--- config.mk ---
export PLATFORM = sky130hd
export DESIGN_NAME = multicycle_controller
export DESIGN_NICKNAME = d
export VERILOG_FILES = /design/src/rtl/multicycle_controller_pkg.sv /design/src/rtl/multicycle_controller_aludec.sv /design/src/rtl/multicycle_controller.sv
export SDC_FILE = /design/constraint.sdc
export NUM_CORES = 1
export LEC_CHECK = 0
export ABC_AREA = 1
export BUFFER_PORTS_ARGS = -buffer_cell sky130_fd_sc_hd__buf_2
export CAP_MARGIN = 15
export CELL_PAD_IN_SITES_DETAIL_PLACEMENT = 0
export CELL_PAD_IN_SITES_GLOBAL_PLACEMENT = 1
export CORE_ASPECT_RATIO = 1.2
export CORE_MARGIN = 4
export CORE_UTILIZATION = 24
export CTS_CLUSTER_SIZE = 40
export DETAILED_ROUTE_END_ITERATION = 10
export HOLD_SLACK_MARGIN = 0.02
export PLACE_DENSITY_LB_ADDON = 0.1
export SYNTH_ARGS = -nofsm -noshare
export SYNTH_HDL_FRONTEND = slang
export SYNTH_SLANG_ARGS = --single-unit
--- constraint.sdc ---
create_clock -name clk -period 1.6 [get_ports clk]
set_clock_uncertainty 0.2 [all_clocks]
set_input_delay 0.16 -clock clk [delete_from_list [all_inputs] [get_ports clk]]
set_output_delay 0.16 -clock clk [all_outputs]
set_load 0.05 [all_outputs]
--- src/rtl/multicycle_controller_pkg.sv ---
// Shared encodings for the multicycle controller: FSM states, opcodes, funct
// fields, ALU controls and datapath mux selects.
package multicycle_controller_pkg;

   typedef enum logic [3:0] {
      S_FETCH   = 4'd0,
      S_DECODE  = 4'd1,
      S_MEMADR  = 4'd2,
      S_MEMRD   = 4'd3,
      S_MEMWB   = 4'd4,
      S_MEMWR   = 4'd5,
      S_RTYPEEX = 4'd6,
      S_RTYPEWB = 4'd7,
      S_BEQEX   = 4'd8,
      S_ADDIEX  = 4'd9,
      S_ADDIWB  = 4'd10,
      S_JEX     = 4'd11
   } state_t;

   localparam logic [5:0] OP_RTYPE = 6'b000000;
   localparam logic [5:0] OP_LW    = 6'b100011;
   localparam logic [5:0] OP_SW    = 6'b101011;
   localparam logic [5:0] OP_BEQ   = 6'b000100;
   localparam logic [5:0] OP_ADDI  = 6'b001000;
   localparam logic [5:0] OP_J     = 6'b000010;

   localparam logic [5:0] F_ADD = 6'b100000;
   localparam logic [5:0] F_SUB = 6'b100010;
   localparam logic [5:0] F_AND = 6'b100100;
   localparam logic [5:0] F_OR  = 6'b100101;
   localparam logic [5:0] F_SLT = 6'b101010;

   localparam logic [1:0] ALUOP_ADD   = 2'b00;
   localparam logic [1:0] ALUOP_SUB   = 2'b01;
   localparam logic [1:0] ALUOP_FUNCT = 2'b10;

   localparam logic [2:0] ALU_AND = 3'b000;
   localparam logic [2:0] ALU_OR  = 3'b001;
   localparam logic [2:0] ALU_ADD = 3'b010;
   localparam logic [2:0] ALU_SUB = 3'b110;
   localparam logic [2:0] ALU_SLT = 3'b111;

   localparam logic [1:0] SRCB_REG   = 2'b00;
   localparam logic [1:0] SRCB_FOUR  = 2'b01;
   localparam logic [1:0] SRCB_IMM   = 2'b10;
   localparam logic [1:0] SRCB_IMMSH = 2'b11;

   localparam logic [1:0] PCSRC_ALU    = 2'b00;
   localparam logic [1:0] PCSRC_ALUOUT = 2'b01;
   localparam logic [1:0] PCSRC_JUMP   = 2'b10;

   function automatic logic is_legal_op(input logic [5:0] op);
      return (op == OP_LW) || (op == OP_SW) || (op == OP_RTYPE) ||
             (op == OP_BEQ) || (op == OP_ADDI) || (op == OP_J);
   endfunction

endpackage

--- src/rtl/multicycle_controller_aludec.sv ---
// ALU operation decode from the controller's aluop class and the R-type funct.
module aludec
   import multicycle_controller_pkg::*;
(
   input  logic [5:0] funct,
   input  logic [1:0] aluop,
   output logic [2:0] alucontrol
);

   always_comb begin
      alucontrol = ALU_ADD;
      case (aluop)
         ALUOP_ADD: alucontrol = ALU_ADD;
         ALUOP_SUB: alucontrol = ALU_SUB;
         ALUOP_FUNCT: begin
            case (funct)
               F_ADD:   alucontrol = ALU_ADD;
               F_SUB:   alucontrol = ALU_SUB;
               F_AND:   alucontrol = ALU_AND;
               F_OR:    alucontrol = ALU_OR;
               F_SLT:   alucontrol = ALU_SLT;
               default: alucontrol = ALU_ADD;
            endcase
         end
         default: alucontrol = ALU_ADD;
      endcase
   end

endmodule

--- src/rtl/multicycle_controller.sv ---
// Multicycle CPU control FSM: sequences fetch/decode/execute/memory/writeback
// and drives the datapath selects and enables.
//
// state      | meaning
// FETCH   0  | read instruction, PC <= PC+4 when memory is ready
// DECODE  1  | read registers, precompute branch target
// MEMADR  2  | compute lw/sw address
// MEMRD   3  | load data read, waits on mem_ready
// MEMWB   4  | write load data to register file
// MEMWR   5  | store data write, waits on mem_ready
// RTYPEEX 6  | R-type ALU operation
// RTYPEWB 7  | write R-type result to rd
// BEQEX   8  | compare and branch
// ADDIEX  9  | add immediate
// ADDIWB  10 | write addi result to rt
// JEX     11 | jump
module multicycle_controller
   import multicycle_controller_pkg::*;
(
   input  logic       clk,
   input  logic       reset_n,
   input  logic [5:0] op,
   input  logic [5:0] funct,
   input  logic       zero,
   input  logic       mem_ready,
   output logic       iord,
   output logic       memwrite,
   output logic       irwrite,
   output logic       regdst,
   output logic       memtoreg,
   output logic       regwrite,
   output logic       alusrca,
   output logic [1:0] alusrcb,
   output logic [1:0] pcsrc,
   output logic [2:0] alucontrol,
   output logic       pcen,
   output logic       instr_done,
   output logic       illegal_op,
   output logic [3:0] state
);

   state_t     state_q;
   logic [1:0] aluop;
   logic       pcwrite;
   logic       branch;

   always_ff @(posedge clk or negedge reset_n) begin
      if (!reset_n) begin
         state_q <= S_FETCH;
      end else begin
         case (state_q)
            S_FETCH:   if (mem_ready) state_q <= S_DECODE;
            S_DECODE: begin
               case (op)
                  OP_LW, OP_SW: state_q <= S_MEMADR;
                  OP_RTYPE:     state_q <= S_RTYPEEX;
                  OP_BEQ:       state_q <= S_BEQEX;
                  OP_ADDI:      state_q <= S_ADDIEX;
                  OP_J:         state_q <= S_JEX;
                  default:      state_q <= S_FETCH;
               endcase
            end
            S_MEMADR:  state_q <= (op == OP_SW) ? S_MEMWR : S_MEMRD;
            S_MEMRD:   if (mem_ready) state_q <= S_MEMWB;
            S_MEMWR:   if (mem_ready) state_q <= S_FETCH;
            S_RTYPEEX: state_q <= S_RTYPEWB;
            S_ADDIEX:  state_q <= S_ADDIWB;
            default:   state_q <= S_FETCH;
         endcase
      end
   end

   // Moore decode of the state register; the only input-dependent terms are
   // the mem_ready handshake in FETCH/MEMWR and the illegal-op flag in DECODE.
   always_comb begin
      iord       = 1'b0;
      memwrite   = 1'b0;
      irwrite    = 1'b0;
      regdst     = 1'b0;
      memtoreg   = 1'b0;
      regwrite   = 1'b0;
      alusrca    = 1'b0;
      alusrcb    = SRCB_REG;
      pcsrc      = PCSRC_ALU;
      aluop      = ALUOP_ADD;
      pcwrite    = 1'b0;
      branch     = 1'b0;
      instr_done = 1'b0;
      illegal_op = 1'b0;
      case (state_q)
         S_FETCH: begin
            alusrcb = SRCB_FOUR;
            irwrite = mem_ready & reset_n;
            pcwrite = mem_ready & reset_n;
         end
         S_DECODE: begin
            alusrcb    = SRCB_IMMSH;
            illegal_op = ~is_legal_op(op);
         end
         S_MEMADR: begin
            alusrca = 1'b1;
            alusrcb = SRCB_IMM;
         end
         S_MEMRD: iord = 1'b1;
         S_MEMWB: begin
            memtoreg   = 1'b1;
            regwrite   = 1'b1;
            instr_done = 1'b1;
         end
         S_MEMWR: begin
            iord       = 1'b1;
            memwrite   = 1'b1;
            instr_done = mem_ready;
         end
         S_RTYPEEX: begin
            alusrca = 1'b1;
            aluop   = ALUOP_FUNCT;
         end
         S_RTYPEWB: begin
            regdst     = 1'b1;
            regwrite   = 1'b1;
            instr_done = 1'b1;
         end
         S_BEQEX: begin
            alusrca    = 1'b1;
            aluop      = ALUOP_SUB;
            pcsrc      = PCSRC_ALUOUT;
            branch     = 1'b1;
            instr_done = 1'b1;
         end
         S_ADDIEX: begin
            alusrca = 1'b1;
            alusrcb = SRCB_IMM;
         end
         S_ADDIWB: begin
            regwrite   = 1'b1;
            instr_done = 1'b1;
         end
         S_JEX: begin
            pcsrc      = PCSRC_JUMP;
            pcwrite    = 1'b1;
            instr_done = 1'b1;
         end
         default: ;
      endcase
   end

   assign pcen  = pcwrite | (branch & zero);
   assign state = state_q;

   aludec u_aludec (
      .funct      (funct),
      .aluop      (aluop),
      .alucontrol (alucontrol)
   );

endmodule
Word-level counts from Yosys, hierarchy flattened
Cells that the tools add are included.

cells by class
  bitwise logic cells = 4
  multiplexer cells = 22
  reductions and logical operators = 14
  equal/unequal tests = 25

operator list
  kind                                                                   count
  6-bit equality test, second input constant                             6
  4-bit case mux with 7 select lines                                     1
  4-bit case mux with 5 select lines                                     1
  4-bit by 3-bit equality test with 1-bit output, second input constant  4
  4-bit equality test, second input constant                             4
  4-bit two-way mux                                                      3
  3-bit case mux with 4 select lines                                     1
  1-bit two-way mux                                                      9
  4-bit by 2-bit equality test with 1-bit output, second input constant  2
  2-bit case mux with 2 select lines                                     2
  6-bit by 2-bit equality test with 1-bit output, second input constant  1
  6-bit by 3-bit equality test with 1-bit output, second input constant  1
  6-bit by 4-bit equality test with 1-bit output, second input constant  1
  6-bit logical NOT                                                      1
  2-bit inequality test, second input constant                           3
  2-bit case mux with 3 select lines                                     1
  3-bit case mux with 2 select lines                                     1
  2-bit OR reduction                                                     3
  1-bit logical OR                                                       5
  5-bit OR reduction                                                     1
  4-bit by 1-bit equality test with 1-bit output, second input constant  1
  4-bit logical NOT                                                      1
  1-bit case mux with 2 select lines                                     2
  4-bit OR reduction                                                     1
  8 further kinds                                                        9

word-level totals
  output and inout port bits = 21
  bits in registers = 4
  bits of input ports = 16
  word-level logic and storage cells = 66

Depth between registers and ports, before layout
Gate-level depths: netlist of the first run.

  depth after elaboration = 8
  depth in mapped cells = 9
  mapped depth without buffers = 9

Modules after synthesis
A second synthesis of the first run with hierarchy kept.

second synthesis, totals
  cell total of the unflattened synthesis = 134
  area total of the unflattened synthesis = 663.1 sq um

modules (own cells, without submodules)
  module                 times used  area an instance (sq um)  seq. area each (sq um)  cells an instance
  multicycle_controller  1           489.2                     100.1                   97
  aludec                 1           173.9                     0.0                     37

Least setup slack after synthesis of the first run
Ideal clock, no wire load.

  path type = reg-to-output
  from = register state_q[3] (netlist: state[3])
  to = output alucontrol[0]
  arrival = 2.913 ns
  buffers on the path = 0
  data required time = 1.240 ns
  path slack = -1.673 ns
  cell stages (with the launch flop) = 9
  path through = dfrtp_1 > inv_1 > nor2_1 > inv_1 > nor2_2 > inv_1 > ha_1 > nand4_1 > o22ai_1

on the way
  cells in the longest elaborated chain, start to end = 4
  elaborated cells between the ends (all ways) = 6
  those cells by class = eq/ne (4); mux (2)

ends and longest elaborated chain
  element                                                                                       RTL line                            text
  start: declaration                                                                            multicycle_controller.sv:42         state_t state_q;
  start signal: assignment                                                                      multicycle_controller.sv:63         S_MEMADR: state_q <= (op == OP_SW) ? S_MEMWR : S_MEMRD;
  4-bit equality test / 4-bit by 3-bit equality test with 1-bit output (equally long branches)  multicycle_controller.sv:90         case (state_q)
  2-bit case mux with 2 select lines *                                                          multicycle_controller.sv:90
  2-bit equality test / 2-bit by 1-bit equality test with 1-bit output (equally long branches)  multicycle_controller_aludec.sv:12  case (aluop)
  3-bit case mux with 2 select lines *                                                          multicycle_controller_aludec.sv:12
  end: declaration                                                                              multicycle_controller.sv:35         output logic [2:0] alucontrol,

Every way passes the cells marked *; elsewhere a longest branch is shown, timed or not.

Worst setup path after layout of the first run
  from = register state_q[2] (netlist: state[2])
  to = output alucontrol[0]

The elaborated chain is that of the path after synthesis.

==> results of run 1 <==
## logic make-up (layout without fill, tap and decap cells)
kind of cell	count (synthesis)	count (layout)	share of synthesized area, %
AND/OR/NAND/NOR	76	76	58.7
adder cells (fa/ha/maj)	3	3	5.76
buffers and inverters	25	107	14.4
flip-flops	4	4	15.4
AO/OA/AOI/OAI	6	6	5.76
## worst register-to-register path, stage by stage (launching register included)
cell     delay, ns
dfrtp_2       0.39
buf_4         0.12
buf_6         0.08
buf_6         0.11
nand2_4       0.07
inv_6         0.09
nand2_8       0.07
buf_4         0.13
buf_4         0.12
buf_4         0.12
nand3_2       0.07
nand2_2       0.06
nand2_1       0.06
nand2_1       0.04
## what timing repair did
action | 4_1_cts | 5_1_grt
hold buffers | 1 | 0
gates resized for setup | 75 | 14
pin swaps | 15 | 13
buffers inserted | 10 | 11
endpoints found under the hold margin | 4 | 0
cloned | 0 | 0
setup endpoints to repair | 18 | 21
## power breakdown
group | switching [µW] | internal (µW) | total (µW)
registers | 43.0 | 138 | 181
clock network | 40.0 | 83.8 | 124
logic | 1200 | 899 | 2090
## metrics by stage
step           power (µW)  area, µm²
2_1_floorplan        1140        741
3_3_place_gp         1590       1150
3_5_place_dp         1600       1150
4_1_cts              2190       1510
5_1_grt              2550       1630
6_report             2400       1630
## synth_stat cells (all sizes together)
| master | instances |
|---|---|
| o221ai | 1 |
| nor3 | 1 |
| clkinv | 1 |
| a21oi | 2 |
| nand2 | 31 |
| ha | 3 |
| o21ai | 1 |
| nand4 | 5 |
| inv | 24 |
| nand3b | 2 |
| nand3 | 13 |
| o22ai | 1 |
| nor2 | 24 |
| dfrtp | 4 |
| o31ai | 1 |
## metal layers
metal / wire length (µm) / up-vias / track usage [%]
li1: - / 526 / -
met1: 1020 / 464 / 15.7
met2: 1530 / 30 / 30.0
met3: 114 / 3 / 2.16
met4: 27 / 0 / 6.08
met5: 0 / - / 0
## final timing paths
check / cells past startpoint / end / slack (ns) / start
max: 8 / alucontrol[0] / -0.54 / state[2]
min: 5 / state[1] / 0.09 / op[4]
max reg2reg: 13 / state[2] / -0.26 / state[0]
min reg2reg: 7 / state[0] / 0.72 / state[1]
max in group asynchronous: 2 / state[2] / 0.88 / reset_n
min in group asynchronous: 2 / state[0] / 0.13 / reset_n
## cell type report
cell class / instances / area, µm² / share of cell area [%]
clock buffer: 3 / 22.5 / 1.38
inverter: 25 / 111 / 6.84
timing repair buffer: 79 / 688 / 42.2
multi-input combinational: 85 / 661 / 40.6
sequential: 4 / 105 / 6.45
tap: 33 / 41.3 / 2.53
==> reports/metrics.csv, run 1 <==
stage,metric,value,unit
cells_and_area,layout-drive-gt1-share,66.8,%
place,portBuffers,36,
logic_synthesis,syn_area_per_cell,5.72,µm²
sta,rsz0062_at_grt,true,
cells_and_area,final_util,63.2,%
critical_path,cp_slowest_cell,dfrtp_2,
critical_path,path_cells,nor2_4 -> inv_2 -> nor2_4 -> inv_2 -> ha_4 -> nand4_1 -> o22ai_4 -> buf_6,
critical_path,cp_num_buf_inv,3,
floorplanning,die_x,55.6,µm
clock_network,clk_pin_slew,0.04,ns
critical_path,setup.worst_path.class,reg -> out,
sta,slew_violations,0,
clock_network,cts_max_path_buffers,2,
global_routing,grt_usage,15.1,%
logic_synthesis,ys_types,21,
run_status,status,"complete, but fails checks",
sta,finalWorstSetupSlack,-0.541,ns
clock_network,cts_tree,built,
power,power.density,1470,nW/µm²
global_routing,antenna_found_initial,0,
detailed_routing,antenna_left,0,
detailed_routing,drc,0,
cells_and_area,final_common_cell,buf_4,
detailed_routing,wl,2.70,mm
critical_path,worst_setup_path_end_kind,output port,
logic_synthesis,seq_area_frac_synth,15.4,%
logic_synthesis,synthTopCellsByArea,"dfrtp_1, nand2_1, inv_1",
detailed_routing,drt_iter0_markers,37,
sta,fin_crit_sh,134,%
global_routing,grt_max_degree,6,
floorplanning,start_util,25.3,%
floorplanning,core-area,2580,µm²
logic_synthesis,syn-cell-area,652,µm²
floorplanning,rows,20,
logic_synthesis,ys_ff_latch,4,
floorplanning,die_area,3620,µm²
sta,setup_violations,20,
cells_and_area,fill_cells,236,
cells_and_area,final_cells,229,
sta,worst_pin_slew,0.244,ns
critical_path,critPathTopFamily,flip-flops,
place,dp_hpwl,1.91,mm
sta,period_minus_slack,2.14,ns
power,cellLeakagePower,0.000849,µW
clock_network,h-tree-depth,1,
critical_path,critPathLaunchType,register,
detailed_routing,post_drt_via_cell_ratio,4.47,
detailed_routing,firstDrtPassIters,4,
critical_path,cpPeakStageDelay,0.44,ns
critical_path,critPathMaxFanout,3,
clock_network,cts_buffers,3,
critical_path,worstPathRequired,1.24,ns
floorplanning,die-height,65.1,µm
place,placed_cells,207,
global_routing,grt_pass1_wl,4.40,mm
logic_synthesis,yosysTopAreaCell,dfrtp_1,
detailed_routing,wl_per_cell,11.8,µm
cells_and_area,num-nets-final,217,
run_status,violations,setup timing,
cells_and_area,antenna_cells,0,
hold_path,min_path_type,in -> reg,
clock_network,clock_latency,0.23,ns
detailed_routing,vias,1023,
cells_and_area,largest_register_ffs,4,
sta,setup_tns,-4.87,ns
logic_synthesis,ys_warn_count,0,
cells_and_area,layout_common_cells,"buf_4, nand2_1, buf_2, buf_6, nor2_4",
critical_path,crit_arrival,1.78,ns
global_routing,grt_overflow,0,
place,gp_congestion,0.745,
sta,worst_hold_slack,0.0885,ns
logic_synthesis,synth_top_area_share,15.4,%
cells_and_area,area_growth,150,%
sta,slew_headroom,83.7,%
global_routing,grt_pass1_vias,1036,
clock_network,clkSinkCount,4,
sta,hold_viol_final,0,
power,peakVddDrop,835,µV
floorplanning,boundaryPins,37,
sta,fmax,0.467,GHz
clock_network,cts-root-buf,clkbuf_4,
logic_synthesis,synthesis.nets,133,
place,pre_cts_ws,-0.447,ns
job,max_cap_violations,0,
logic_synthesis,syn_inst,114,
Power figures use the tool's default switching activity.
==> inputs of run 2 (changes only) <==
- HOLD_SLACK_MARGIN: 0.02 -> 0.12
==> reports/metrics.csv, run 2 (synthesis results as in run 1) <==
stage,metric,value,unit,change
cells_and_area,layout-drive-gt1-share,67.2,%,+0.35 points
clock_network,clk_pin_slew,0.04,ns,about the same
detailed_routing,post_drt_via_cell_ratio,4.44,,-0.61%
cells_and_area,fill_cells,237,,+0.42%
power,power.density,1500,nW/µm²,+1.6%
floorplanning,die_area,3620,µm²,unchanged
floorplanning,rows,20,,unchanged
global_routing,grt_usage,15.1,%,-0.041 points
power,cellLeakagePower,0.000834,µW,-1.7%
floorplanning,die-height,65.1,µm,unchanged
sta,setup_violations,18,,-10%
hold_path,min_path_type,in -> async,,
place,gp_congestion,0.745,,unchanged
floorplanning,boundaryPins,37,,unchanged
cells_and_area,antenna_cells,0,,unchanged
global_routing,grt_overflow,0,,unchanged
detailed_routing,firstDrtPassIters,4,,unchanged
cells_and_area,largest_register_ffs,4,,unchanged
cells_and_area,area_growth,153,%,
cells_and_area,multi_input_area,688,µm²,+4.2%
run_status,status,"complete, but fails checks",,
power,power.total,2470,µW,+3.0%
detailed_routing,antenna_left,0,,unchanged
global_routing,grt_pass1_wl,4.38,mm,-0.32%
sta,hold_viol_final,0,,unchanged
clock_network,cts_max_path_buffers,2,,unchanged
sta,setup_tns,-3.60,ns,+1.27 ns
cells_and_area,num-nets-final,213,,-1.8%
critical_path,cp_slowest_cell,dfrtp_2,,
run_status,violations,setup timing,,
global_routing,antenna_found_initial,0,,unchanged
power,peakVddDrop,1100,µV,+32%
cells_and_area,regArea,105,µm²,unchanged
sta,finalWorstSetupSlack,-0.537,ns,+0.00423 ns
global_routing,grt_pass1_vias,1038,,+0.19%
cells_and_area,final_cells,225,,-1.7%
sta,fmax,0.468,GHz,+0.20%
floorplanning,core-area,2580,µm²,unchanged
sta,fin_crit_sh,134,%,-0.26 points
cells_and_area,final_common_cell,buf_4,,
sta,slew_headroom,83.7,%,about the same
place,portBuffers,36,,unchanged
critical_path,cpPeakStageDelay,0.44,ns,about the same
job,max_cap_violations,0,,unchanged
critical_path,setup.worst_path.class,reg -> out,,
detailed_routing,wl,2.68,mm,-0.67%
sta,rsz0062_at_grt,true,,
critical_path,path_cells,nor2_4 -> inv_2 -> nor2_4 -> inv_2 -> ha_4 -> nand4_1 -> o22ai_4 -> buf_6,,
clock_network,clock_latency,0.23,ns,about the same
detailed_routing,vias,999,,-2.3%
cells_and_area,layout_common_cells,"buf_4, nand2_1, buf_2, nor2_4, buf_6",,
global_routing,grt_max_degree,6,,unchanged
floorplanning,start_util,25.3,%,unchanged
sta,worst_pin_slew,0.244,ns,-0.0000597 ns
clock_network,cts_buffers,3,,unchanged
clock_network,cts_tree,built,,
clock_network,cts-root-buf,clkbuf_4,,
detailed_routing,drt_iter0_markers,30,,-19%
sta,slew_violations,0,,unchanged
place,dp_hpwl,1.91,mm,unchanged
place,pre_cts_ws,-0.447,ns,unchanged
clock_network,clkSinkCount,4,,unchanged
critical_path,critPathMaxFanout,3,,unchanged
critical_path,crit_arrival,1.78,ns,about the same
detailed_routing,drc,0,,unchanged
critical_path,worst_setup_path_end_kind,output port,,
detailed_routing,wl_per_cell,11.9,µm,+1.1%
critical_path,worstPathRequired,1.24,ns,about the same
place,placed_cells,207,,unchanged
sta,period_minus_slack,2.14,ns,-0.00423 ns
critical_path,critPathLaunchType,register,,
clock_network,h-tree-depth,1,,unchanged
floorplanning,die_x,55.6,µm,unchanged
==> run 2: changes by cell type in the layout (fill, tap and decap cells not counted), moves of 2 or more <==
cell and change:
inv_4 +2, buf_6 -2, dlygate4sd3_1 +2, buf_4 -6, inv_6 -2
==> run 2: final cells by class <==
cell class | instances | area share [%]
clock buffers | 3 | 1.36
inverters | 25 | 7.20
multi-input cells | 85 | 41.7
flip-flops and latches | 4 | 6.36
well taps | 33 | 2.50
repair buffers | 75 | 40.9
==> run 2: worst paths after layout <==
path	from	endpoint	slack, ns	cells after the start
worst min register to register	state[2]	state[3]	0.65	5
max in group asynchronous	reset_n	state[2]	0.89	2
min in group clk	op[5]	state[1]	0.14	6
worst min-delay path	reset_n	state[0]	0.12	2
worst max register to register	state[2]	state[2]	-0.06	11
worst max-delay path	state[2]	alucontrol[0]	-0.54	8
==> run 2: where the power goes <==
part	internal [µW]	switching (µW)
sequential	138	45.0
combinational	936	1230
clock	83.8	40.5
total	1160	1310
==> run 2: per-stage QoR <==
stage | hold WS (ns) | cell area, µm² | utilization (%)
finish | 0.123 | 1650 | 64.1
global route | 0.131 | 1650 | 64.1
CTS | 0.122 | 1530 | 59.3
detailed placement | -0.221 | 1150 | 44.8
global placement | -0.222 | 1150 | 44.8
floorplan | -0.336 | 741 | -
==> run 2: what timing repair did <==
| item | CTS | global route |
|---|---|---|
| buffers inserted | 10 | 6 |
| resized for setup | 75 | 22 |
| hold buffers | 3 | 0 |
| pin swaps | 15 | 13 |
| endpoints found under the hold margin | 7 | 0 |
| endpoints found under the setup margin | 18 | 21 |
==> run 2: layer usage <==
metal / share of wire (%) / vias up / GRT usage [%] / wire (µm)
met1: 37 / 455 / 15.7 / 987
met5: 0 / - / 0 / 0
met2: 58 / 27 / 29.9 / 1560
li1: - / 515 / - / -
met4: 0.30 / 0 / 6.08 / 8
met3: 4.5 / 2 / 2.16 / 120
==> run 2: worst max-delay path: cells and delay by family (launching register included) <==
family                     cells  cell delay [ns]
adders and majority gates      1             0.26
AOI/OAI and AO/OA              1             0.16
buffers and inverters          3             0.30
DFF                            1             0.44
and+or+nand+nor                3             0.39
==> inputs of run 3 (changes only) <==
==> constraint.sdc (replaced) <==
create_clock -name clk -period 1.6 [get_ports clk]
set_clock_uncertainty 0.2 [all_clocks]
set_input_delay 0.32 -clock clk [delete_from_list [all_inputs] [get_ports clk]]
set_output_delay 0.32 -clock clk [all_outputs]
set_load 0.05 [all_outputs]
==> reports/metrics.csv, run 3 (synthesis results as in run 1) <==
stage,metric,value,unit,change
run_status,status,"complete, but fails checks",,
run_status,violations,setup timing,,
floorplanning,start_util,25.3,%,unchanged
sta,finalWorstSetupSlack,-0.735,ns,-0.198 ns
power,internal_power,1130,µW,-2.0%
critical_path,path_cells,nor2_4 -> inv_2 -> nor2_4 -> inv_2 -> ha_4 -> nand4_1 -> o22ai_4 -> buf_6,,
global_routing,grt_pass1_vias,1050,,+1.2%
power,power_frac_clock,5.2,%,+0.2 points
sta,slew_headroom,84.0,%,+0.39 points
detailed_routing,drt_iter0_markers,17,,-43%
detailed_routing,post_drt_via_cell_ratio,4.37,,-1.7%
clock_network,cts_max_path_buffers,2,,unchanged
global_routing,grt_pass1_wl,4.38,mm,unchanged
detailed_routing,vias,1048,,+4.9%
detailed_routing,wl_per_cell,11.5,µm,-3.2%
power,p_comb_share,87.3,%,-0.3 points
job,max_cap_violations,0,,unchanged
critical_path,worstPathRequired,1.08,ns,-0.16 ns
clock_network,cts-root-buf,clkbuf_4,,
place,dp_hpwl,1.96,mm,+2.3%
critical_path,crit_arrival,1.81,ns,+0.03 ns
place,gp_congestion,0.781,,+4.8%
floorplanning,die_x,55.6,µm,unchanged
clock_network,h-tree-depth,1,,unchanged
cells_and_area,layout_common_cells,"buf_4, nand2_1, buf_6, buf_2, nor2_4",,
cells_and_area,fill_cells,206,,-13%
power,power.density,1370,nW/µm²,-8.3%
power,seqPwrFrac,7.5,%,about the same
place,placed_cells,219,,+5.8%
cells_and_area,final_common_cell,buf_4,,
power,peakVddDrop,1080,µV,-2.0%
critical_path,critPathLaunchType,register,,
clock_network,cts_buffers,3,,unchanged
floorplanning,rows,20,,unchanged
sta,period_minus_slack,2.33,ns,+0.198 ns
global_routing,grt_overflow,0,,unchanged
sta,setup_violations,21,,+3
hold_path,min_path_type,in -> reg,,
cells_and_area,largest_register_ffs,4,,unchanged
critical_path,setup.worst_path.class,reg -> out,,
critical_path,cpPeakStageDelay,0.42,ns,-0.02 ns
global_routing,antenna_found_initial,0,,unchanged
detailed_routing,wl,2.77,mm,+3.2%
sta,setup_tns,-7.68,ns,-4.08 ns
sta,fmax,0.428,GHz,-8.5%
sta,worst_pin_slew,0.238,ns,-0.00581 ns
cells_and_area,final_cells,240,,+6.7%
clock_network,clk_pin_slew,0.04,ns,about the same
critical_path,worst_setup_path_end_kind,output port,,
floorplanning,core-area,2580,µm²,unchanged
floorplanning,die-height,65.1,µm,unchanged
floorplanning,die_area,3620,µm²,unchanged
sta,hold_viol_final,0,,unchanged
power,netSwitchingPower,1240,µW,-5.5%
cells_and_area,layout-drive-gt1-share,72.0,%,+4.8 points
clock_network,cts_tree,built,,
sta,slew_violations,0,,unchanged
sta,fin_crit_sh,146,%,+12 points
cells_and_area,num-nets-final,228,,+7.0%
critical_path,cp_slowest_cell,dfrtp_2,,
cells_and_area,antenna_cells,0,,unchanged
clock_network,clock_latency,0.23,ns,about the same
global_routing,grt_max_degree,6,,unchanged
floorplanning,boundaryPins,37,,unchanged
detailed_routing,drc,0,,unchanged
cells_and_area,area_growth,165,%,
place,portBuffers,36,,unchanged
global_routing,grt_usage,15.0,%,-0.058 points
critical_path,critPathMaxFanout,3,,unchanged
power,cellLeakagePower,0.000916,µW,+9.9%
clock_network,clkSinkCount,4,,unchanged
power,power.total,2380,µW,-3.9%
detailed_routing,firstDrtPassIters,5,,+1
power,swShare,52.2,%,-0.92 points
sta,rsz0062_at_grt,true,,
detailed_routing,antenna_left,0,,unchanged
[run 3: cell types whose count changed in the layout (fill, tap and decap cells not counted), sizes merged]
cell	before	now
inv	23	24
clkinv	2	1
buf	72	89
dlygate4sd3	3	1
[run 3: final timing paths]
kind | to | cells after the start | slack (ns) | from
worst min register to register | state[0] | 7 | 0.72 | state[0]
worst max-delay path | alucontrol[0] | 8 | -0.73 | state[1]
max in group asynchronous | state[1] | 3 | 0.74 | reset_n
worst max register to register | state[1] | 11 | -0.17 | state[0]
worst min-delay path | state[2] | 4 | 0.29 | mem_ready
min in group asynchronous | state[3] | 3 | 0.34 | reset_n
[run 3: routing by layer]
layer	GRT usage [%]	wire [µm]
met5	0	0
met4	5.47	0
met3	0.982	74
met2	31.1	1600
met1	15.6	1090
[run 3: worst max-delay path, delay by kind of cell, from the launching register on]
family	cells	cell delay (ns)
adder cells (fa/ha/maj)	1	0.26
flip-flops	1	0.42
AND/OR/NAND/NOR	3	0.43
buffers and inverters	3	0.30
AO/OA/AOI/OAI	1	0.18
[run 3: stage by stage]
step	instance area (µm²)	hold WS [ns]	setup slack [ns]	util (%)
4_1_cts	1620	0.245	-0.698	62.7
6_report	1730	0.290	-0.735	67.1
3_3_place_gp	1260	0.0176	-0.556	48.9
2_1_floorplan	756	-0.176	-0.954	-
5_1_grt	1730	0.326	-0.817	67.1
3_5_place_dp	1260	0.0226	-0.601	48.9
[run 3: area by class of cell]
class                   count  area (µm²)  share of cell area [%]
repair buffers             90         790                    45.6
multi-input cells          85         671                    38.8
clock buffers               3        22.5                    1.30
well taps                  33        41.3                    2.39
inverters                  25         101                    5.86
flip-flops and latches      4         105                    6.07
[run 3: timing repair]
item,4_1_cts,5_1_grt
gates resized for setup,74,18
endpoints found under the hold margin,4,0
pin swaps,15,14
hold buffers,1,0
setup buffers,9,11
setup endpoints to repair,17,21
[run 3: power groups by stage]
stage	Clock, µW	Combinational (µW)	Sequential (µW)
3_3_place_gp	0	1450	171
6_report	124	2070	178
2_1_floorplan	0	860	298
4_1_cts	130	1900	185
3_5_place_dp	0	1450	173
5_1_grt	131	2190	182
